`config.mk`:
```
export PLATFORM = sky130hd
export DESIGN_NAME = trap_ctrl
export DESIGN_NICKNAME = d
export VERILOG_FILES = /design/src/rtl/trap_defs.sv /design/src/rtl/trap_irq_sel.sv /design/src/rtl/trap_ctrl.sv
export SDC_FILE = /design/constraint.sdc
export NUM_CORES = 1
export LEC_CHECK = 0
export CAP_MARGIN = 20
export CORE_AREA = 2 2 108 110
export CTS_CLUSTER_DIAMETER = 150
export DETAILED_ROUTE_END_ITERATION = 6
export DIE_AREA = 0 0 110 112
export HOLD_SLACK_MARGIN = 0.12
export PLACE_DENSITY = 0.82
export SETUP_SLACK_MARGIN = 0.15
export SLEW_MARGIN = 20
export SYNTH_ARGS = -nofsm -noshare
export SYNTH_HDL_FRONTEND = slang
export SYNTH_SLANG_ARGS = --single-unit
export TNS_END_PERCENT = 10
```
`constraint.sdc`:
```
create_clock -name clk -period 2.9 [get_ports clk]
set_input_delay 0.58 -clock clk [delete_from_list [all_inputs] [get_ports clk]]
set_output_delay 0.58 -clock clk [all_outputs]
set_load 0.1 [all_outputs]
```
`src/rtl/trap_defs.sv`:
```
// Shared definitions for the machine-mode trap sequencer:
// FSM encoding, interrupt cause codes, mtvec modes, exception codes.
package trap_defs;

    typedef enum logic [1:0] {
        ST_IDLE,
        ST_TRAP_WR,
        ST_MRET_WR,
        ST_REDIR
    } state_t;

    localparam logic [3:0] IRQ_CODE_MEI = 4'd11;
    localparam logic [3:0] IRQ_CODE_MSI = 4'd3;
    localparam logic [3:0] IRQ_CODE_MTI = 4'd7;

    localparam logic [31:0] CAUSE_MEI = 32'h8000_000B;
    localparam logic [31:0] CAUSE_MSI = 32'h8000_0003;
    localparam logic [31:0] CAUSE_MTI = 32'h8000_0007;

    localparam logic [1:0] MTVEC_DIRECT   = 2'd0;
    localparam logic [1:0] MTVEC_VECTORED = 2'd1;

    localparam logic [3:0] EXC_INSN_MISALIGN = 4'd0;
    localparam logic [3:0] EXC_INSN_FAULT    = 4'd1;
    localparam logic [3:0] EXC_ILLEGAL       = 4'd2;
    localparam logic [3:0] EXC_BREAKPOINT    = 4'd3;
    localparam logic [3:0] EXC_LOAD_FAULT    = 4'd5;
    localparam logic [3:0] EXC_STORE_FAULT   = 4'd7;
    localparam logic [3:0] EXC_ECALL_M       = 4'd11;

endpackage

```
`src/rtl/trap_irq_sel.sv`:
```
// Combinational machine interrupt arbiter, priority MEI > MSI > MTI.
// Produces an any-enabled-pending flag and the interrupt mcause word.
module trap_irq_sel
    import trap_defs::*;
#(
    parameter int WORD_WIDTH = 32
) (
    input  logic                  i_meip,
    input  logic                  i_meie,
    input  logic                  i_msip,
    input  logic                  i_msie,
    input  logic                  i_mtip,
    input  logic                  i_mtie,
    output logic                  o_take,
    output logic [WORD_WIDTH-1:0] o_cause
);

    logic       w_mei;
    logic       w_msi;
    logic       w_mti;
    logic [3:0] w_code;

    assign w_mei = i_meip & i_meie;
    assign w_msi = i_msip & i_msie;
    assign w_mti = i_mtip & i_mtie;

    always_comb begin
        w_code = 4'd0;
        if (w_mei) begin
            w_code = IRQ_CODE_MEI;
        end else if (w_msi) begin
            w_code = IRQ_CODE_MSI;
        end else if (w_mti) begin
            w_code = IRQ_CODE_MTI;
        end
    end

    assign o_take  = w_mei | w_msi | w_mti;
    assign o_cause = {1'b1, {(WORD_WIDTH-5){1'b0}}, w_code};

endmodule

```
`src/rtl/trap_ctrl.sv`:
```
// Machine-mode trap sequencer: arbitrates interrupts/exceptions/mret at the
// ROB head, strobes the CSR file, then flushes and redirects fetch. Build macro: TRAP_CTRL_VECTORED_EN.
module trap_ctrl
    import trap_defs::*;
#(
    parameter int PC_WIDTH   = 32,
    parameter int WORD_WIDTH = 32
) (
    input  logic                  clk,
    input  logic                  rst,
    input  logic                  rob_head_valid,
    input  logic                  rob_head_ready,
    input  logic [PC_WIDTH-1:0]   rob_head_pc,
    input  logic                  rob_head_exc,
    input  logic [3:0]            rob_head_exc_code,
    input  logic [WORD_WIDTH-1:0] rob_head_exc_tval,
    input  logic                  rob_head_mret,
    output logic                  commit_allow,
    output logic                  flush,
    output logic                  redirect_valid,
    output logic [PC_WIDTH-1:0]   redirect_pc,
    input  logic                  redirect_ready,
    input  logic                  csr_mstatus_mie,
    input  logic                  csr_mie_meie,
    input  logic                  csr_mie_mtie,
    input  logic                  csr_mie_msie,
    input  logic                  csr_mip_meip,
    input  logic                  csr_mip_mtip,
    input  logic                  csr_mip_msip,
    input  logic [29:0]           csr_mtvec_base,
    input  logic [1:0]            csr_mtvec_mode,
    input  logic [PC_WIDTH-1:0]   csr_mepc_pc,
    output logic                  mstatus_mie_clear_en,
    output logic                  mstatus_mie_set_en,
    output logic                  mepc_set_en,
    output logic                  mcause_set_en,
    output logic                  mtval_set_en,
    output logic [PC_WIDTH-1:0]   mepc_set_pc,
    output logic [WORD_WIDTH-1:0] mcause_set_cause,
    output logic [WORD_WIDTH-1:0] mtval_set_tval
);

    state_t                r_state;
    state_t                w_state_nxt;
    logic [PC_WIDTH-1:0]   r_pc;
    logic [WORD_WIDTH-1:0] r_cause;
    logic [WORD_WIDTH-1:0] r_tval;
    logic                  r_irq;
    logic                  r_to_mepc;
    logic                  r_first;

    logic                  w_irq_any;
    logic [WORD_WIDTH-1:0] w_irq_cause;
    logic                  w_irq_take;
    logic                  w_exc_take;
    logic                  w_mret_take;
    logic [PC_WIDTH-1:0]   w_base_pc;
    logic [PC_WIDTH-1:0]   w_vec_pc;

    trap_irq_sel #(
        .WORD_WIDTH(WORD_WIDTH)
    ) u_irq_sel (
        .i_meip  (csr_mip_meip),
        .i_meie  (csr_mie_meie),
        .i_msip  (csr_mip_msip),
        .i_msie  (csr_mie_msie),
        .i_mtip  (csr_mip_mtip),
        .i_mtie  (csr_mie_mtie),
        .o_take  (w_irq_any),
        .o_cause (w_irq_cause)
    );

    assign w_irq_take  = w_irq_any & csr_mstatus_mie & rob_head_valid;
    assign w_exc_take  = rob_head_valid & rob_head_ready & rob_head_exc;
    assign w_mret_take = rob_head_valid & rob_head_ready & rob_head_mret;

    assign w_base_pc = PC_WIDTH'({csr_mtvec_base, 2'b00});

`ifdef TRAP_CTRL_VECTORED_EN
    assign w_vec_pc = (r_irq && csr_mtvec_mode == MTVEC_VECTORED)
                    ? w_base_pc + PC_WIDTH'({r_cause[3:0], 2'b00})
                    : w_base_pc;
`else
    logic w_unused_mode;
    assign w_unused_mode = ^{csr_mtvec_mode, r_irq};
    assign w_vec_pc      = w_base_pc;
`endif

    always_ff @(posedge clk) begin
        if (rst) begin
            r_state   <= ST_IDLE;
            r_pc      <= '0;
            r_cause   <= '0;
            r_tval    <= '0;
            r_irq     <= 1'b0;
            r_to_mepc <= 1'b0;
            r_first   <= 1'b0;
        end else begin
            r_state <= w_state_nxt;
            // Flush qualifies only the REDIR cycle entered from a write state
            r_first <= (r_state != ST_REDIR);
            if (r_state == ST_IDLE) begin
                if (w_irq_take) begin
                    r_pc      <= rob_head_pc;
                    r_cause   <= w_irq_cause;
                    r_tval    <= '0;
                    r_irq     <= 1'b1;
                    r_to_mepc <= 1'b0;
                end else if (w_exc_take) begin
                    r_pc      <= rob_head_pc;
                    r_cause   <= WORD_WIDTH'(rob_head_exc_code);
                    r_tval    <= rob_head_exc_tval;
                    r_irq     <= 1'b0;
                    r_to_mepc <= 1'b0;
                end else if (w_mret_take) begin
                    r_irq     <= 1'b0;
                    r_to_mepc <= 1'b1;
                end
            end
        end
    end

    always_comb begin
        w_state_nxt          = r_state;
        flush                = 1'b0;
        redirect_valid       = 1'b0;
        redirect_pc          = '0;
        mstatus_mie_clear_en = 1'b0;
        mstatus_mie_set_en   = 1'b0;
        mepc_set_en          = 1'b0;
        mcause_set_en        = 1'b0;
        mtval_set_en         = 1'b0;
        mepc_set_pc          = '0;
        mcause_set_cause     = '0;
        mtval_set_tval       = '0;
        commit_allow         = ~rst & (r_state == ST_IDLE) & ~w_irq_take
                             & ~(rob_head_ready & rob_head_exc);
        case (r_state)
            ST_IDLE: begin
                if (w_irq_take || w_exc_take) begin
                    w_state_nxt = ST_TRAP_WR;
                end else if (w_mret_take) begin
                    w_state_nxt = ST_MRET_WR;
                end
            end
            ST_TRAP_WR: begin
                mepc_set_en          = 1'b1;
                mcause_set_en        = 1'b1;
                mtval_set_en         = 1'b1;
                mstatus_mie_clear_en = 1'b1;
                mepc_set_pc          = r_pc;
                mcause_set_cause     = r_cause;
                mtval_set_tval       = r_tval;
                w_state_nxt          = ST_REDIR;
            end
            ST_MRET_WR: begin
                mstatus_mie_set_en = 1'b1;
                w_state_nxt        = ST_REDIR;
            end
            ST_REDIR: begin
                flush          = r_first;
                redirect_valid = 1'b1;
                redirect_pc    = r_to_mepc ? csr_mepc_pc : w_vec_pc;
                if (redirect_ready) begin
                    w_state_nxt = ST_IDLE;
                end
            end
            default: w_state_nxt = ST_IDLE;
        endcase
    end

endmodule
```
==> results.sh <==
export IMPL_detailroute_via_count=4096
export IMPL_fin_crit_sh_pct=90.12
export IMPL_synth_seq_cells=73
export IMPL_crit_start="csr_mip_mtip"
export IMPL_setup_worst_path_class="in -> out"
export IMPL_cts_sinks=73
export IMPL_ys_types=34
export IMPL_seq_area_um2=1463
export IMPL_synth_top_area_share_pct=37.33
export IMPL_hold_class="reg -> reg"
export IMPL_outcome="finished, final reports clean"
export IMPL_drt_iter0_drc=312
export IMPL_die_h_um=112
export IMPL_num_rows=39
export IMPL_ir_drop_mv=0.3817
export IMPL_clock_path_buffers=2
export IMPL_required_ps=2320
export IMPL_slew_headroom_pct=53.56
export IMPL_dp_hpwl_um=10420
export IMPL_finalHoldWorstSlack_ps=463.5
export IMPL_multi_input_area_um2=2255
export IMPL_slew_viol_final=0
export IMPL_min_period_ps=2613
export IMPL_vias_per_cell=4.876
export IMPL_cp_max_fo=5
export IMPL_grt_pass1_wl_um=20940
export IMPL_dieArea_um2=12320
export IMPL_worst_pin_slew_ps=693.6
export IMPL_cp_cell_sequence="clkdlybuf4s50_1 > a22oi_2 > o21ai_2 > a2111oi_4 > buf_12"
export IMPL_synth_cells=459
export IMPL_drive_above_1_share_pct=25.43
export IMPL_synth_top_cell_by_area="dfxtp_1"
export IMPL_core_area_um2=11170
export IMPL_numCtsBuffers=9
export IMPL_io_pins=282
export IMPL_hold_start="r_tval[17]"
export IMPL_die_x_um=110
export IMPL_synthArstFlopShare_pct=0
export IMPL_grt_antenna_before_repair=1
export IMPL_synth_enable_flop_cells=0
export IMPL_syn_cell_area_um2=3915
export IMPL_initial_utilization_pct=35.04
export IMPL_syn_area_per_cell_um2=8.529
export IMPL_p_leak_nw=2.811
export IMPL_post_drt_wl_per_cell_um=16.27
export IMPL_fin_nets=842
export IMPL_cts_tree="done"
export IMPL_r2r_start="r_state[0]"
export IMPL_max_freq_mhz=382.6
export IMPL_end_kind="output pin"
export IMPL_finalClockSkew_ps=7.575
export IMPL_rsz0062_at_grt="false"
export IMPL_ys_seq_area_share_pct=37.33
export IMPL_setup_violations=0
export IMPL_drc_errors=0
export IMPL_crit_arrival_ps=2030
export IMPL_hold_viol=0
export IMPL_place_congestion=0.8922
export IMPL_path_clk_slew_ps=50
export IMPL_drtPass1Iterations=4
export IMPL_final_util_pct=62.90
export IMPL_track_usage_pct=21.41
export IMPL_synthTopCellsByCount="73 x dfxtp_1, 70 x and2_1, 39 x a21oi_1, 36 x o21ai_0, 35 x nand3_1"
export IMPL_fillers=958
export IMPL_cp_slowest_cell="clkdlybuf4s50_1"
export IMPL_io_buffer_count=252
export IMPL_wl_um=13670
export IMPL_clk_latency_ps=320
export IMPL_cts_root_buf="clkbuf_16"
export IMPL_synth_ff_type="dfxtp_1"
export IMPL_final_antenna_net_count=0
export IMPL_critPathLaunchType="primary input"
export IMPL_first_global_vias=4088
export IMPL_p_total_w=0.003868
export IMPL_post_cts_buffers=0
export IMPL_max_stage_delay_ps=450
export IMPL_maxCapViolations=0
export IMPL_grt_max_degree=46
export IMPL_htreeDepth=3
export IMPL_ys_warn_count=0
export IMPL_area_delta_synth_final_pct=79.55
export IMPL_p_per_area_nw_per_um2=550.3
export IMPL_yosys_top_cells_area="dfxtp_1 37%, and2_1 11%, mux2i_1 7.7%, a22o_1 7.2%, buf_4 5.8%"
export IMPL_grt_overflow=0
export IMPL_yosysMostFrequentCell="dfxtp_1"
power breakdown:
| part | total (W) | internal, W | switching [W] |
|---|---|---|---|
| Sequential | 0.00113 | 0.00109 | 0.0000400 |
| Combinational | 0.00173 | 0.000556 | 0.00117 |
| Clock | 0.00101 | 0.000600 | 0.000415 |
state kept, by name (all words and copies together), names as in the netlist:
signal,flops
r_cause,5
r_tval,32
r_pc,32
r_to_mepc,1
r_state,2
r_first,1
per-stage QoR:
step	cells	TNS, ps	area (um^2)	worst slack (ps)
after floorplan	485	-6855	4104	-284.9
after global placement	822	-747.3	6729	-27.98
after detailed placement	822	-3407	6729	-115.7
after CTS	838	0	7007	177.0
after global routing	839	0	7027	158.9
final	840	0	7029	286.5
path summary, 6_finish.rpt:
path                  end  slack [ps]  cells past startpoint
max reg2reg    r_tval[24]         810                      6
min            r_tval[17]         460                      1
max          commit_allow         290                      5
min reg2reg    r_tval[17]         460                      1
cell type report:
class                      count  share of cell area, %
timing repair buffer         265                  40.37
clock buffer                  11                  3.453
tap                          143                  2.545
sequential                    73                  20.81
multi-input combinational    337                  32.08
inverter                       5                 0.2670
antenna                        1                0.03560
clock inverter                 5                 0.4450
metal layers:
metal	track usage (%)	wire length, um	up-vias
met1	25.23	5493	1920
met4	4.135	153	0
met5	0	0	-
li1	-	-	2006
met2	37.91	6940	158
met3	6.557	1078	12
cells by family after synthesis:
| logic type | share of synthesized area (%) |
|---|---|
| AO/OA/AOI/OAI | 19.50 |
| adder cells (fa/ha/maj) | 1.598 |
| buffers and inverters | 10.45 |
| flip-flops | 37.33 |
| multiplexers | 7.958 |
| other | 0.09579 |
| AND/OR/NAND/NOR | 23.07 |
critical path, delay by kind of cell:
family	cells	cell delay, ps
AOI/OAI and AO/OA	3	770
buffers and inverters	2	670
cells in the final DEF (no fill, tap or decap), types with 2 or more instances in the layout:
cell type	Yosys	routed
inv_1	5	5
nor3_1	5	5
mux2i_1	30	30
o21ai_0	36	36
ha_1	5	3
buf_4	30	82
a41oi_1	3	3
ha_2	0	2
buf_12	0	39
nand3_1	35	35
clkbuf_16	0	9
clkdlybuf4s50_1	0	142
dfxtp_1	73	72
a22o_1	32	32
conb_1	1	27
nor2_1	5	5
nor2b_1	30	2
and2_1	70	70
nor2b_2	0	28
and3_1	2	2
a22oi_1	3	2
clkinv_2	0	3
nand4_1	2	2
a21oi_1	39	38
repair_timing:
action	CTS	global route
endpoints found under the setup margin	1	1
hold buffers	0	0
cloned	0	0
resized for setup	1	1
Note: power is estimated with default switching activity, not from simulation.
